==> src/rtl/rmii_pkg.sv <==
// rmii_pkg: shared types and constants for the RMII receive aggregator.
//   port_state_e   - per-port receive FSM state
//   PREAMBLE_DIBIT - dibit repeated throughout the preamble
//   SFD_DIBIT      - final dibit of the start-of-frame delimiter
//   DIV10          - cycles per dibit at 10 Mb/s
//   SAMPLE_IDX     - 10 Mb/s counter value at which a dibit is sampled
package rmii_pkg;
    typedef enum logic [1:0] {ST_IDLE, ST_PREAMBLE, ST_DATA} port_state_e;
    localparam logic [1:0] PREAMBLE_DIBIT = 2'b01;
    localparam logic [1:0] SFD_DIBIT = 2'b11;
    localparam int unsigned DIV10 = 10;
    localparam int unsigned SAMPLE_IDX = 4;
endpackage

==> src/rtl/rmii_rx_port.sv <==
// rmii_rx_port: one RMII receive port - sampler, frame FSM and byte assembler.
//   clk_i, resetn_i   - clock, asynchronous active-low reset
//   speed_10_i        - 1 = 10 Mb/s (dibit held 10 cycles), 0 = 100 Mb/s
//   crs_dv_i, rx_d_i, rx_er_i - RMII receive inputs
//   sfd_o    - this sample point moves the port into DATA
//   byte_v_o - this sample point completes a byte, presented on byte_o
//   end_o    - this sample point ends the frame
//   err_o    - sticky frame error including the current sample
module rmii_rx_port
    import rmii_pkg::*;
(
    input  logic       clk_i,
    input  logic       resetn_i,
    input  logic       speed_10_i,
    input  logic       crs_dv_i,
    input  logic [1:0] rx_d_i,
    input  logic       rx_er_i,
    output logic       sfd_o,
    output logic       byte_v_o,
    output logic [7:0] byte_o,
    output logic       end_o,
    output logic       err_o
);
    port_state_e state_q;
    logic [3:0]  cnt_q;
    logic [1:0]  idx_q;
    logic [7:0]  sh_q;
    logic        err_q;
    logic        sample, in_data, cnt_hold;

    // At 10 Mb/s the counter is parked at 0 until carrier appears, so the
    // first dibit of a frame is sampled 4 cycles in, mid-way through its hold.
    assign cnt_hold = !speed_10_i || (state_q == ST_IDLE && !crs_dv_i);
    assign sample   = !speed_10_i || cnt_q == 4'(SAMPLE_IDX);
    assign in_data  = sample && state_q == ST_DATA;
    assign sfd_o    = sample && state_q == ST_PREAMBLE && crs_dv_i && rx_d_i == SFD_DIBIT;
    assign byte_v_o = in_data && idx_q == 2'd3;
    assign byte_o   = {rx_d_i, sh_q[7:2]};
    // crs_dv low mid-byte is a carrier toggle; only a byte boundary ends the frame
    assign end_o    = in_data && idx_q == 2'd0 && !crs_dv_i;
    assign err_o    = err_q || (in_data && rx_er_i);

    always_ff @(posedge clk_i or negedge resetn_i) begin
        if (!resetn_i) begin
            state_q <= ST_IDLE;
            cnt_q   <= '0;
            idx_q   <= '0;
            sh_q    <= '0;
            err_q   <= 1'b0;
        end else begin
            cnt_q <= (cnt_hold || cnt_q == 4'(DIV10 - 1)) ? 4'd0 : cnt_q + 4'd1;
            if (sample) begin
                case (state_q)
                    ST_IDLE: if (crs_dv_i && rx_d_i == PREAMBLE_DIBIT) state_q <= ST_PREAMBLE;
                    ST_PREAMBLE: begin
                        if (sfd_o) begin
                            state_q <= ST_DATA;
                            idx_q   <= '0;
                            err_q   <= 1'b0;
                        end else if (!crs_dv_i || rx_d_i != PREAMBLE_DIBIT) begin
                            state_q <= ST_IDLE;
                        end
                    end
                    ST_DATA: begin
                        if (end_o) begin
                            state_q <= ST_IDLE;
                        end else begin
                            sh_q  <= byte_o;
                            idx_q <= idx_q + 2'd1;
                            err_q <= err_o;
                        end
                    end
                    default: state_q <= ST_IDLE;
                endcase
            end
        end
    end
endmodule

==> src/rtl/rmii_rx_aggregator.sv <==
// rmii_rx_aggregator: merges N_PORTS RMII receivers onto one byte stream.
//   clk_50_mhz, resetn - RMII reference clock, asynchronous active-low reset
//   speed_10           - 1 = 10 Mb/s, 0 = 100 Mb/s (change only when idle)
//   crs_dv, rx_d, rx_er - per-port RMII inputs, port p on rx_d[2p+1:2p]
//   m_data/m_valid/m_sof - received byte, one-cycle valid, first-byte flag
//   m_eof/m_err        - end-of-frame pulse and its error flag
//   m_port             - source port of the current frame
//   drop_cnt           - saturating count of frames refused by the lock
module rmii_rx_aggregator
    import rmii_pkg::*;
#(
    parameter  int N_PORTS = 2,
    parameter  int CNT_W   = 16,
    localparam int PW      = N_PORTS > 1 ? $clog2(N_PORTS) : 1
) (
    input  logic                 clk_50_mhz,
    input  logic                 resetn,
    input  logic                 speed_10,
    input  logic [N_PORTS-1:0]   crs_dv,
    input  logic [2*N_PORTS-1:0] rx_d,
    input  logic [N_PORTS-1:0]   rx_er,
    output logic [7:0]           m_data,
    output logic                 m_valid,
    output logic                 m_sof,
    output logic                 m_eof,
    output logic                 m_err,
    output logic [PW-1:0]        m_port,
    output logic [CNT_W-1:0]     drop_cnt
);
    logic [N_PORTS-1:0] sfd, byte_v, end_v, err_v;
    logic [7:0]         bytes [N_PORTS];
    logic               lock_q, first_q, any, grant, out_byte, out_end;
    logic [PW-1:0]      gnt_q, rr_q, win, k;
    logic [7:0]         m_data_q;
    logic               m_valid_q, m_sof_q, m_eof_q, m_err_q;
    logic [PW-1:0]      m_port_q;
    logic [CNT_W-1:0]   drop_q, drop_d;
    logic [CNT_W+3:0]   drop_sum;

    for (genvar p = 0; p < N_PORTS; p++) begin : g_port
        rmii_rx_port u_port (
            .clk_i     (clk_50_mhz),
            .resetn_i  (resetn),
            .speed_10_i(speed_10),
            .crs_dv_i  (crs_dv[p]),
            .rx_d_i    (rx_d[2*p+:2]),
            .rx_er_i   (rx_er[p]),
            .sfd_o     (sfd[p]),
            .byte_v_o  (byte_v[p]),
            .byte_o    (bytes[p]),
            .end_o     (end_v[p]),
            .err_o     (err_v[p])
        );
    end

    // Scan backwards from the pointer so the last hit is the nearest
    // requester at or after rr_q.
    always_comb begin
        any = 1'b0;
        win = '0;
        k   = '0;
        for (int i = N_PORTS - 1; i >= 0; i--) begin
            k = PW'((int'(rr_q) + i) % N_PORTS);
            if (sfd[k]) begin
                any = 1'b1;
                win = k;
            end
        end
    end

    // lock_q is still set in the granted port's end cycle, so a port
    // entering DATA in that same cycle is refused.
    assign grant    = any && !lock_q;
    assign out_byte = lock_q && byte_v[gnt_q];
    assign out_end  = lock_q && end_v[gnt_q];
    assign drop_sum = (CNT_W+4)'(drop_q) + (CNT_W+4)'($countones(sfd)) - (CNT_W+4)'(grant);
    assign drop_d   = drop_sum > (CNT_W+4)'({CNT_W{1'b1}}) ? '1 : drop_sum[CNT_W-1:0];

    always_ff @(posedge clk_50_mhz or negedge resetn) begin
        if (!resetn) begin
            lock_q    <= 1'b0;
            first_q   <= 1'b0;
            gnt_q     <= '0;
            rr_q      <= '0;
            m_data_q  <= '0;
            m_valid_q <= 1'b0;
            m_sof_q   <= 1'b0;
            m_eof_q   <= 1'b0;
            m_err_q   <= 1'b0;
            m_port_q  <= '0;
            drop_q    <= '0;
        end else begin
            m_valid_q <= out_byte;
            m_sof_q   <= out_byte && first_q;
            m_eof_q   <= out_end;
            m_err_q   <= out_end && err_v[gnt_q];
            drop_q    <= drop_d;
            if (out_byte) begin
                m_data_q <= bytes[gnt_q];
                first_q  <= 1'b0;
            end
            if (out_end) lock_q <= 1'b0;
            if (grant) begin
                lock_q   <= 1'b1;
                first_q  <= 1'b1;
                gnt_q    <= win;
                m_port_q <= win;
                rr_q     <= (int'(win) == N_PORTS - 1) ? '0 : win + PW'(1);
            end
        end
    end

    assign m_data   = m_data_q;
    assign m_valid  = m_valid_q;
    assign m_sof    = m_sof_q;
    assign m_eof    = m_eof_q;
    assign m_err    = m_err_q;
    assign m_port   = m_port_q;
    assign drop_cnt = drop_q;
endmodule

==> config.mk <==
export PLATFORM = sky130hd
export DESIGN_NAME = rmii_rx_aggregator
export DESIGN_NICKNAME = d
export VERILOG_FILES = /design/src/rtl/rmii_pkg.sv /design/src/rtl/rmii_rx_port.sv /design/src/rtl/rmii_rx_aggregator.sv
export SDC_FILE = /design/constraint.sdc
export NUM_CORES = 1
export LEC_CHECK = 0
export CORE_MARGIN = 3
export CORE_UTILIZATION = 52
export DETAILED_ROUTE_END_ITERATION = 7
export PLACE_DENSITY = 0.77
export SLEW_MARGIN = 20
export SYNTH_ARGS = -nofsm -noshare
export SYNTH_HDL_FRONTEND = slang
export SYNTH_HIERARCHICAL = 1
export SYNTH_SLANG_ARGS = --single-unit
==> constraint.sdc <==
create_clock -name clk_50_mhz -period 4.18 [get_ports clk_50_mhz]
set_clock_uncertainty 0.2 [all_clocks]
set_input_delay 0.418 -clock clk_50_mhz [delete_from_list [all_inputs] [get_ports clk_50_mhz]]
set_output_delay 0.418 -clock clk_50_mhz [all_outputs]
set_load 0.1 [all_outputs]
# --- Word-level counts from Yosys, hierarchy flattened ---
# Cells that the tools add are included.
word_totals:
  regBits: 66
  in_bits: 11
  output_inout_bits: 29
  wordCells: 163
classes:
  addsub: 9
  magnitude_cmp: 5
  eq_ne: 26
  n_mux: 47
  bitwise_logic: 3
  reduce_logical: 53
ops:
  columns: ["cell", "count"]
  rows:
  - ["1-bit logical AND", 25]
  - ["2-bit two-way mux", 12]
  - ["8-bit two-way mux", 3]
  - ["1-bit two-way mux", 23]
  - ["20-bit by 16-bit greater-than comparator with 1-bit output, second input constant", 1]
  - ["17-bit by 1-bit subtractor with 18-bit output", 1]
  - ["16-bit by 2-bit adder with 17-bit output", 1]
  - ["16-bit two-way mux", 1]
  - ["4-bit AND reduction", 4]
  - ["2-bit == test, second input constant", 6]
  - ["2-bit by 1-bit != test with 1-bit output, second input constant", 6]
  - ["2-bit case mux with 3 select lines", 2]
  - ["1-bit logical OR", 10]
  - ["4-bit by 1-bit adder with 4-bit output, second input constant", 2]
  - ["2-bit by 1-bit == test with 1-bit output, second input constant", 4]
  - ["4-bit by 3-bit == test with 1-bit output, second input constant", 2]
  - ["4-bit == test, second input constant", 2]
  - ["2-bit zero test", 4]
  - ["4-bit two-way mux", 2]
  - ["2-bit != test, second input constant", 4]
  - ["2-bit case mux with 2 select lines", 2]
  - ["2-bit nonzero test", 4]
  - ["1-bit by 2-bit < comparator with 1-bit output, second input constant", 3]
  - ["3-bit by 2-bit != test with 1-bit output, second input constant", 2]
  - ["other kinds (9)", 17]

# --- Logic depth before layout (Yosys ltp) ---
# Gate-level depths: netlist (run 1).
depth:
  depth_word: 13
  depth_mapped: 18
  depth_no_buf: 17

# --- By module ---
# Netlist (run 1), hierarchy kept.
by_module_without_submodules:
  columns: ["module", "n_inst", "cells_per_inst", "area_per_inst_um2", "seq_area_each_um2"]
  rows:
  - ["rmii_rx_aggregator", 1, 226, 2154.6, 800.8]
  - ["rmii_rx_port", 2, 77, 884.6, 375.4]

# --- Worst setup path after synthesis (run 1) ---
# No wires, ideal clock.
synth_timing:
  kind: "reg-to-reg"
  startpoint: "reg g_port[1].u_port.cnt_q[0]"
  endpoint: "reg drop_q[10] (netlist: drop_cnt[10])"
  t_arrival_ns: 3.575
  required_time_ns: 3.848
  setup_slack_ns: 0.273
  path_stages_with_launch: 19
  cell_sequence: "dfrtp_1 -> inv_1 -> ha_1 -> nand2_2 -> o21ai_4 -> nor2b_1 -> nor2_1 -> nor2_1 -> ha_1 -> inv_1 -> fa_1 -> fa_1 -> a211oi_2 -> o211ai_2 -> a31oi_4 -> o221ai_2 -> xnor2_2 -> buf_6 -> nand3_2"
synth_between:
  elab_chain_len: 13
  word_cells_on_any_way: 17
synth_lines:
  columns: ["element", "line_no", "rtl"]
  rows:
  - ["start, declared", "rmii_rx_port.sv:25", "logic [3:0] cnt_q;"]
  - ["start signal, assigned", "rmii_rx_port.sv:51", "cnt_q <= (cnt_hold || cnt_q == 4'(DIV10 - 1)) ? 4'd0 : cnt_q + 4'd1;"]
  - ["4-bit by 3-bit == test with 1-bit output (*)", "rmii_rx_port.sv:34", "assign sample = !speed_10_i || cnt_q == 4'(SAMPLE_IDX);"]
  - ["1-bit logical OR (*)", "rmii_rx_port.sv:34", null]
  - ["1-bit logical AND (*) (3 in series)", "rmii_rx_port.sv:36", "assign sfd_o = sample && state_q == ST_PREAMBLE && crs_dv_i && rx_d_i == SFD_DIBIT;"]
  - ["via sfd[1]", "rmii_rx_aggregator.sv:30", "logic [N_PORTS-1:0] sfd, byte_v, end_v, err_v;"]
  - ["1-bit two-way mux (not written as such) (2 in series)", "rmii_rx_aggregator.sv:64", "if (sfd[k]) begin"]
  - ["1-bit two-way mux", "rmii_rx_aggregator.sv:64", null]
  - ["1-bit two-way mux (*)", "rmii_rx_aggregator.sv:64", null]
  - ["1-bit logical AND (*)", "rmii_rx_aggregator.sv:73", "assign grant = any && !lock_q;"]
  - ["via grant", "rmii_rx_aggregator.sv:32", "logic lock_q, first_q, any, grant, out_byte, out_end;"]
  - ["17-bit by 1-bit subtractor with 18-bit output (*)", "rmii_rx_aggregator.sv:76", "assign drop_sum = (CNT_W+4)'(drop_q) + (CNT_W+4)'($countones(sfd)) - (CNT_W+4)'(grant);"]
  - ["20-bit by 16-bit greater-than comparator with 1-bit output", "rmii_rx_aggregator.sv:77", "assign drop_d = drop_sum > (CNT_W+4)'({CNT_W{1'b1}}) ? '1 : drop_sum[CNT_W-1:0];"]
  - ["16-bit two-way mux (*)", "rmii_rx_aggregator.sv:77", null]
  - ["via drop_d[10]", "rmii_rx_aggregator.sv:37", "logic [CNT_W-1:0] drop_q, drop_d;"]
  - ["end signal, assigned", "rmii_rx_aggregator.sv:97", "drop_q <= drop_d;"]
  - ["end, declared", "rmii_rx_aggregator.sv:37", null]
# Mark *: on every way through the listed nets, which the timed path passes. The rest lies on a longest branch. The select of a mux whose other input is x is not followed.
# A chain may end at the register's enable or synchronous reset.

# --- Final worst setup path (run 1) ---
layout_timing:
  startpoint: "in speed_10"
  endpoint: "reg drop_q[7] (netlist: drop_cnt[7])"
layout_between:
  elab_chain_len: 13
  word_cells_on_any_way: 21
layout_lines:
  columns: ["element", "line_no", "rtl"]
  rows:
  - ["start, declared", "rmii_rx_aggregator.sv:18", "input logic speed_10,"]
  - ["1-bit zero test (*)", "rmii_rx_port.sv:34", null]
  - ["1-bit logical OR (*)", "rmii_rx_port.sv:34", null]
  - ["1-bit logical AND (*) (3 in series)", "rmii_rx_port.sv:36", null]
  - ["via sfd[0]", "rmii_rx_aggregator.sv:30", null]
  - ["1-bit two-way mux (not written as such) (2 in series)", "rmii_rx_aggregator.sv:64", null]
  - ["1-bit two-way mux", "rmii_rx_aggregator.sv:64", null]
  - ["1-bit two-way mux (*)", "rmii_rx_aggregator.sv:64", null]
  - ["1-bit logical AND (*)", "rmii_rx_aggregator.sv:73", null]
  - ["via grant", "rmii_rx_aggregator.sv:32", null]
  - ["17-bit by 1-bit subtractor with 18-bit output (*)", "rmii_rx_aggregator.sv:76", null]
  - ["20-bit by 16-bit greater-than comparator with 1-bit output", "rmii_rx_aggregator.sv:77", null]
  - ["16-bit two-way mux (*)", "rmii_rx_aggregator.sv:77", null]
  - ["via drop_d[7]", "rmii_rx_aggregator.sv:37", null]
# Marked as above.

==> impl_metrics.toml, run 1 <==
[synth]
avgSynthCellArea_um2 = 10.33
synth_xor_area_share_pct = 3.316
synth-simple-area-share_pct = 14.70
synth_top_cell_area_share_pct = 39.54
synth_area_leaders = "dfrtp_1, ha_1, mux2_4"
async_reset_ff_share_pct = 100.0
synth_nets = 428
synth_adder_area_share_pct = 12.18
synth_area_leader_cell = "dfrtp_1"
yosysWarnings = 6
synth_edf_count = 0
synthMuxAreaShare_pct = 10.08
synth_cells = 380
synth.distinct_cells = 51
ys.flop_type = "dfrtp_1"
synth.top_cells.by_count = "dfrtp_1, inv_1, ha_1"
yosysSeqAreaShare_pct = 39.54
yosysMostFrequentCell = "dfrtp_1"
syn_area_um2 = 3924
synth_top_family_by_area = "simple AND/OR/NAND/NOR gates"
ys_ff_latch = 62
synth-compound-area-share_pct = 13.74

[cts]
clk_latency_ns = 0.34
cts_tree = "yes"
cts.sinks = 62
path_clk_slew_ns = 0.07
cts_made_buffers = 9
cts-root-buf = "clkbuf_8"
clockBufferDepth = 2
htreeDepth = 3

[final_layout]
fin_util_pct = 64.12
final_nets = 483
area_growth_pct = 19.16
num_antenna_cells = 0
final_cells = 539
fillers = 611
seqCellArea_um2 = 1551
layout-drive-gt1-share_pct = 18.64
multi_input_area_um2 = 2128

[sta]
slew_headroom_pct = 34.65
worst_pin_slew_ns = 0.9771
finalHoldViolations = 0
fin_crit_ns = 3.949
slew_viol_final = 0
finalCritPeriodShare_pct = 94.48
rsz0062_at_grt = "false"
max_freq_mhz = 253.2
setup_violations = 0

[pwr]
leakagePower_nw = 2.229
ir_drop_mv = 0.3986
power_density_nw_per_um2 = 788.1
finalPower_mw = 3.685

[run_status]
outcome = "completed"

[placement]
routabilityCongestion = 0.9015
dp_cells = 520
portBuffers = 39
dp_hpwl_um = 5840

[global_route]
grt_pass1_vias = 3012
grt_pass1_wl_um = 13810
grt_max_degree = 39
overflow = 0
antenna_found_initial = 0
grt_use_total_pct = 19.90

[detailed_routing]
dr.first_iter.drc_count = 72
routed_via_density = 5.351
drt-pass1-iter-count = 4
drt.antenna.violating_nets = 0
wire_per_inst_um = 14.59
num_vias = 2884
drcViolationCount = 0
wirelength_um = 7865

[setup_path]
timing.rr.start = "g_port[0].u_port/cnt_q[1]"
crit_fanout = 7
crit_type = "in2reg"
worstSetupEndpointType = "flip-flop"
cp.arrival_ns = 3.96
cp.required_ns = 4.19
worstSetupStartpoint = "speed_10"
start_kind = "primary input"
r2r_cells = 18

[die]
start_util_pct = 53.81
io_pins = 40
fp-row-count = 31
die_w_um = 92.87
die_y_um = 92.87
core_um2 = 7292
die_area_um2 = 8624

[job]
drv_cap = 0

[min_path]
hold_start = "m_data[0]"
hold_path_depth = 2
hp-class = "reg2reg"
## timing repair
item                                    CTS  global route
endpoints found under the setup margin    0            11
hold buffers                              1             0
setup buffers                             0             2
hold endpoints to repair                 24             0
gates resized for setup                   0             4
## sequential cells by signal, summed over array words and instances, names as in the netlist
name / cells
m_eof: 1
m_data: 8
g_port.u_port/state_q: 4
g_port.u_port/idx_q: 4
drop_cnt: 16
m_port: 1
m_sof: 1
m_valid: 1
g_port.u_port/err_q: 2
m_err: 1
g_port.u_port/sh_q: 12
g_port.u_port/cnt_q: 8
first_q: 1
rr_q: 1
lock_q: 1
## where the power goes
group	total (mW)	internal (mW)	switching, mW
Sequential	0.876	0.748	0.128
Clock	0.467	0.216	0.251
Combinational	2.34	0.902	1.44
Total	3.68	1.87	1.82
## final cells by class
type / instances / share of cell area, %
Clock buffer: 9 / 2.649
Clock inverter: 7 / 1.044
Inverter: 42 / 3.372
Multi-Input combinational cell: 261 / 45.52
Sequential cell: 62 / 33.18
Tap cell: 99 / 2.649
Timing Repair Buffer: 59 / 11.59
## through the flow
stage | hold slack (ns) | setup TNS, ns | setup WS, ns | area, µm²
floorplan | -0.07759 | 0 | 0.2726 | 3924
global placement | 0.2573 | 0 | 0.03243 | 4466
detailed placement | 0.2692 | -0.9665 | -0.1445 | 4466
CTS | 0.2908 | 0 | 0.1649 | 4648
global route | 0.3254 | 0 | 0.01340 | 4676
finish | 0.2802 | 0 | 0.2309 | 4676
## path summary, 6_finish.rpt
path	to	slack [ns]
worst min-delay path	m_data[0]	0.28
worst min register to register	m_data[0]	0.28
worst max-delay path	drop_cnt[7]	0.23
max in group asynchronous	drop_cnt[0]	2.44
worst max register to register	drop_cnt[7]	0.28
min in group asynchronous	drop_cnt[11]	0.42
## cells by family after synthesis
kind of cell / Yosys count
adder cells (fa/ha/maj): 37
AND/OR/NAND/NOR: 103
flip-flops: 62
buffers and inverters: 57
XOR/XNOR: 14
AO/OA/AOI/OAI: 74
multiplexers: 33
## layout by cell type, fill, tap and decap left out, types with 4 or more instances in the layout
| cell type | count |
|---|---|
| dfrtp_1 | 62 |
| inv_1 | 42 |
| clkdlybuf4s50_1 | 38 |
| ha_1 | 35 |
| nand2_1 | 28 |
| a21oi_1 | 20 |
| buf_4 | 18 |
| mux2i_1 | 17 |
| o21ai_0 | 15 |
| nor2_1 | 15 |
| mux2_4 | 12 |
| nand3_1 | 10 |
| nand3_2 | 10 |
| clkbuf_8 | 9 |
| and3_1 | 8 |
| xor2_1 | 8 |
| nand3b_1 | 6 |
| o211ai_1 | 5 |
| nor2b_1 | 5 |
| xnor2_1 | 5 |
| a21o_1 | 4 |
| nand4_1 | 4 |
| o21a_1 | 4 |
| mux2_2 | 4 |
| nand2b_1 | 4 |
| a31o_2 | 4 |
## routing by layer
layer | track usage (%) | part of all wire [%]
met1 | 26.27 | 47
met5 | 0 | 0
met2 | 32.51 | 49
met3 | 3.899 | 2.8
met4 | 7.204 | 1.7
## critical path, cell delays in order
cell and delay, ns:
clkdlybuf4s50_1 0.64, o21ai_4 0.09, nor2b_2 0.18, nor2_1 0.15
nor2_1 0.06, ha_1 0.27, inv_1 0.04, fa_1 0.40
fa_1 0.42, a211oi_2 0.26, o211ai_2 0.17, a31oi_4 0.22
o221ai_2 0.14, xnor2_2 0.19, buf_4 0.20, o211ai_1 0.10
Note: power is estimated with default switching activity, not from simulation.
==> run 2, diff against run 1 <==
RECOVER_POWER = 25   (was not set)
==> run 2 against run 1 <==
Net effect:
- critical path depth unchanged
- sequential share of layout area is 0.13 points higher
- final area down 0.40%
- register-to-register slack about the same
- combinational power hardly changed
- highest routed layer unchanged
- sequential cell count is the same
- largest power group unchanged
==> impl_metrics.toml, run 2 (synthesized netlist as in run 1, its figures left out) <==
[die]
die_area_um2 = 8624
io_pins = 40
fp-row-count = 31
core_um2 = 7292
die_y_um = 92.87
start_util_pct = 53.81
die_w_um = 92.87

[detailed_routing]
drcViolationCount = 0
drt.antenna.violating_nets = 0
drt-pass1-iter-count = 4
routed_via_density = 5.351
dr.first_iter.drc_count = 79
num_vias = 2884
wirelength_um = 7854
wire_per_inst_um = 14.57

[setup_path]
slowest_delay_ns = 0.64
crit_fanout = 7
r2r_cells = 18
ff2ff_setup_slack_ns = 0.28
crit_type = "in2reg"
cp.required_ns = 4.19
r2r_end = "drop_cnt[7]"
cp.arrival_ns = 3.96
start_kind = "primary input"
worstSetupEndpointType = "flip-flop"
timing.rr.start = "g_port[0].u_port/cnt_q[1]"
worstPathCellList = "clkdlybuf4s50_1 > o21ai_4 > nor2b_2 > nor2_1 > nor2_1 > ha_1 > inv_1 > fa_1 > fa_1 > a211oi_2 > o211ai_2 > a31oi_4 > o221ai_2 > xnor2_2 > buf_4 > o211ai_1"
crit_path_top_delay_cell = "clkdlybuf4s50_1"

[pwr]
ir_drop_mv = 0.3980
pwr-share-comb_pct = 63.4
p_clk_share_pct = 12.7
seq_power_share_pct = 23.8
internal_power_mw = 1.861
power_density_nw_per_um2 = 789.3
p_switching_mw = 1.814
finalPower_mw = 3.676
leakagePower_nw = 2.213
swShare_pct = 49.36

[cts]
path_clk_slew_ns = 0.07
cts.sinks = 62
htreeDepth = 3
clockBufferDepth = 2
cts-root-buf = "clkbuf_8"
cts_tree = "yes"
cts_made_buffers = 9
clk_latency_ns = 0.34

[sta]
slew_viol_final = 0
fin_crit_ns = 3.947
setup_violations = 0
finalHoldViolations = 0
max_freq_mhz = 253.4
slew_headroom_pct = 1.477
rsz0062_at_grt = "false"
finalCritPeriodShare_pct = 94.41
worst_pin_slew_ns = 1.478
whs_ns = 0.2801

[placement]
dp_cells = 520
routabilityCongestion = 0.9015
portBuffers = 39
dp_hpwl_um = 5840

[run_status]
outcome = "completed"

[global_route]
grt_pass1_vias = 3012
grt_pass1_wl_um = 13810
overflow = 0
antenna_found_initial = 0
grt_use_total_pct = 19.90
grt_max_degree = 39

[job]
drv_cap = 0

[final_layout]
layout_commonest_cell = "dfrtp_1"
multi_input_area_um2 = 2122
final_cell_mix = "dfrtp_1, inv_1, clkdlybuf4s50_1"
final_cells = 539
num_antenna_cells = 0
final_nets = 483
layout-drive-gt1-share_pct = 17.50
largest_reg_flops = 16
seqCellArea_um2 = 1551
fillers = 615
area_growth_pct = 18.69

[min_path]
hold_path_depth = 2
hold_start = "m_data[0]"
hp-class = "reg2reg"
hold-path-endpoint = "m_data[0]"
[run 2: per-stage QoR]
| stage | TNS, ns | instance area [µm²] | worst slack [ns] | utilization [%] |
|---|---|---|---|---|
| final | 0 | 4657 | 0.2335 | 63.86 |
| after global routing | 0 | 4657 | 0.01330 | 63.86 |
| after CTS | 0 | 4648 | 0.1649 | 63.74 |
| after detailed placement | -0.9665 | 4466 | -0.1445 | 61.24 |
| after global placement | 0 | 4466 | 0.03243 | 61.24 |
| after floorplan | 0 | 3924 | 0.2726 | - |
[run 2: area by class of cell]
type | count | area share (%)
Clock buffer | 9 | 2.660
Clock inverter | 7 | 1.048
Inverter | 42 | 3.385
Multi-Input combinational cell | 261 | 45.57
Sequential cell | 62 | 33.32
Tap cell | 99 | 2.660
Timing Repair Buffer | 59 | 11.36
[run 2: worst max path at each step]
| stage | cells after the start | startpoint | endpoint |
|---|---|---|---|
| 2_1_floorplan | 18 | g_port[1].u_port/cnt_q[0] | drop_cnt[10] |
| 3_3_place_gp | 16 | speed_10 | drop_cnt[5] |
| 3_5_place_dp | 15 | speed_10 | drop_cnt[14] |
| 4_1_cts | 17 | g_port[0].u_port/cnt_q[0] | drop_cnt[14] |
| 5_1_grt | 16 | speed_10 | drop_cnt[15] |
| 6_report | 16 | speed_10 | drop_cnt[7] |
[run 2: per-layer routing]
metal | GRT usage, % | wire [µm] | part of all wire, %
met1 | 26.27 | 3675 | 47
met2 | 32.51 | 3783 | 48
met3 | 3.899 | 263 | 3.3
met4 | 7.204 | 131 | 1.7
met5 | 0 | 0 | 0
[run 2: power groups by stage]
stage / Clock, mW / Combinational, mW / Sequential [mW]
2_1_floorplan: 0 / 1.42 / 1.26
4_1_cts: 0.480 / 2.30 / 0.880
3_5_place_dp: 0 / 2.27 / 0.891
5_1_grt: 0.502 / 2.55 / 0.899
6_report: 0.468 / 2.33 / 0.876
3_3_place_gp: 0 / 2.22 / 0.888
[run 2: repair_timing]
action | in CTS | in global routing
hold buffers | 1 | 0
buffers inserted | 0 | 2
endpoints found under the setup margin | 0 | 11
gates resized for setup | 0 | 4
hold endpoints to repair | 24 | 0
[run 2: critical path, delay by kind of cell]
| family | cells | cell delay, ns |
|---|---|---|
| fa+ha+maj | 3 | 1.09 |
| compound gates | 6 | 0.98 |
| buf+inv | 3 | 0.89 |
| simple gates | 3 | 0.39 |
| xor+xnor | 1 | 0.19 |
==> run 3, diff against run 2 <==
--- a/constraint.sdc
+++ b/constraint.sdc
@@ -3,3 +3,3 @@
 set_input_delay 0.418 -clock clk_50_mhz [delete_from_list [all_inputs] [get_ports clk_50_mhz]]
 set_output_delay 0.418 -clock clk_50_mhz [all_outputs]
-set_load 0.1 [all_outputs]
+set_load 0.005 [all_outputs]
==> run 3 against run 2 <==
Net effect:
- non-clock buffer count is the same
- utilization unchanged
- highest routed layer unchanged
- critical endpoint unchanged
- power down 11%
- sequential power about the same
==> impl_metrics.toml, run 3 (synthesized netlist as in run 1, its figures left out) <==
[sta]
finalWorstSetupSlack_ns = 0.2335
fin_crit_ns = 3.947
finalHoldViolations = 0
setup_violations = 0
rsz0062_at_grt = "false"
whs_ns = 0.2801
worst_pin_slew_ns = 1.478
max_freq_mhz = 253.4
finalCritPeriodShare_pct = 94.41
setup_tns_ns = 0
slew_headroom_pct = 1.477
slew_viol_final = 0

[cts]
cts-root-buf = "clkbuf_8"
htreeDepth = 3
clk_latency_ns = 0.34
cts_tree = "yes"
cts_made_buffers = 9
path_clk_slew_ns = 0.07
cts.sinks = 62
clockBufferDepth = 2

[die]
die_area_um2 = 8624
die_y_um = 92.87
core_um2 = 7292
fp-row-count = 31
start_util_pct = 53.81
io_pins = 40
die_w_um = 92.87

[setup_path]
crit_fanout = 7
r2r_cells = 18
timing.rr.start = "g_port[0].u_port/cnt_q[1]"
critPathCapture = "drop_cnt[7]"
r2r_end = "drop_cnt[7]"
worstSetupEndpointType = "flip-flop"
start_kind = "primary input"
crit_type = "in2reg"
worstSetupStartpoint = "speed_10"
ff2ff_setup_slack_ns = 0.28
cp.arrival_ns = 3.96
cp.required_ns = 4.19

[global_route]
grt_use_total_pct = 19.90
grt_pass1_wl_um = 13810
grt_pass1_vias = 3012
overflow = 0
grt_max_degree = 39
antenna_found_initial = 0

[final_layout]
layout_commonest_cell = "dfrtp_1"
num_antenna_cells = 0
layout-drive-gt1-share_pct = 17.50
final_cell_mix = "dfrtp_1, inv_1, ha_1, clkdlybuf4s50_1, nand2_1"
fin_util_pct = 63.86
area_growth_pct = 18.69
final_nets = 483
finalInstanceArea_um2 = 4657
largest_reg_flops = 16
final_cells = 539

[detailed_routing]
dr_wl_met3_um = 263
wire_per_inst_um = 14.57
drt-pass1-iter-count = 4
highest_layer = "met4"
wl_met1_um = 3675
drt.antenna.violating_nets = 0
dr.first_iter.drc_count = 79
num_vias = 2884
route.met2.wl_um = 3783
wirelength_um = 7854
routed_via_density = 5.351
drcViolationCount = 0

[placement]
dp_hpwl_um = 5840
portBuffers = 39
routabilityCongestion = 0.9015
place_worst_setup_slack_ns = -0.1445
dp_cells = 520
placed_area_um2 = 4466

[pwr]
leakagePower_nw = 2.217
ir_drop_mv = 0.2976
finalPower_mw = 3.257
power_density_nw_per_um2 = 699.4

[min_path]
hold_start = "m_data[0]"
hp-class = "reg2reg"

[job]
drv_cap = 0

[run_status]
outcome = "completed"
## run 3: cell count changes in the layout (fill, tap and decap cells not counted)
cell             delta
clkdlybuf4s50_1     -1
dlygate4sd3_1       +1
## run 3: worst min path at each step
stage,cells past startpoint,to,slack (ns)
floorplan,0,drop_cnt[0],-0.08
global placement,1,drop_cnt[11],0.26
detailed placement,1,drop_cnt[11],0.27
CTS,2,m_data[0],0.29
global route,1,rr_q,0.33
finish,2,m_data[0],0.28
## run 3: where the power goes
group	switching (mW)	total [mW]	leakage, nW	internal (mW)
clock network	0.252	0.468	0.0894	0.216
logic	1.02	1.91	1.35	0.898
registers	0.128	0.876	0.779	0.748
total	1.40	3.26	2.22	1.86
## run 3: routing by layer
layer,vias up,GRT usage [%]
met5,-,0
met4,0,7.204
met3,12,3.899
met2,41,32.51
met1,1411,26.27
li1,1420,-
## run 3: area by class of cell
type	instances	area [µm²]
Clock buffer	9	123.9
Clock inverter	7	48.80
Fill cell	615	2635
Inverter	42	157.7
Multi-Input combinational cell	261	2122
Sequential cell	62	1551
Tap cell	99	123.9
Timing Repair Buffer	59	529.3
## run 3: timing repair
action                                  4_1_cts  5_1_grt
setup buffers                                 0        2
hold endpoints to repair                     24        0
endpoints found under the setup margin        0       11
resized for setup                             0        4
hold buffers                                  1        0
## run 3: worst max-delay path, stage by stage
cell and delay (ns):
clkdlybuf4s50_1 0.64, o21ai_4 0.09, nor2b_2 0.18, nor2_1 0.15, nor2_1 0.06, ha_1 0.27, inv_1 0.04, fa_1 0.40
fa_1 0.42, a211oi_2 0.26, o211ai_2 0.17, a31oi_4 0.22, o221ai_2 0.14, xnor2_2 0.19, buf_4 0.21, o211ai_1 0.10
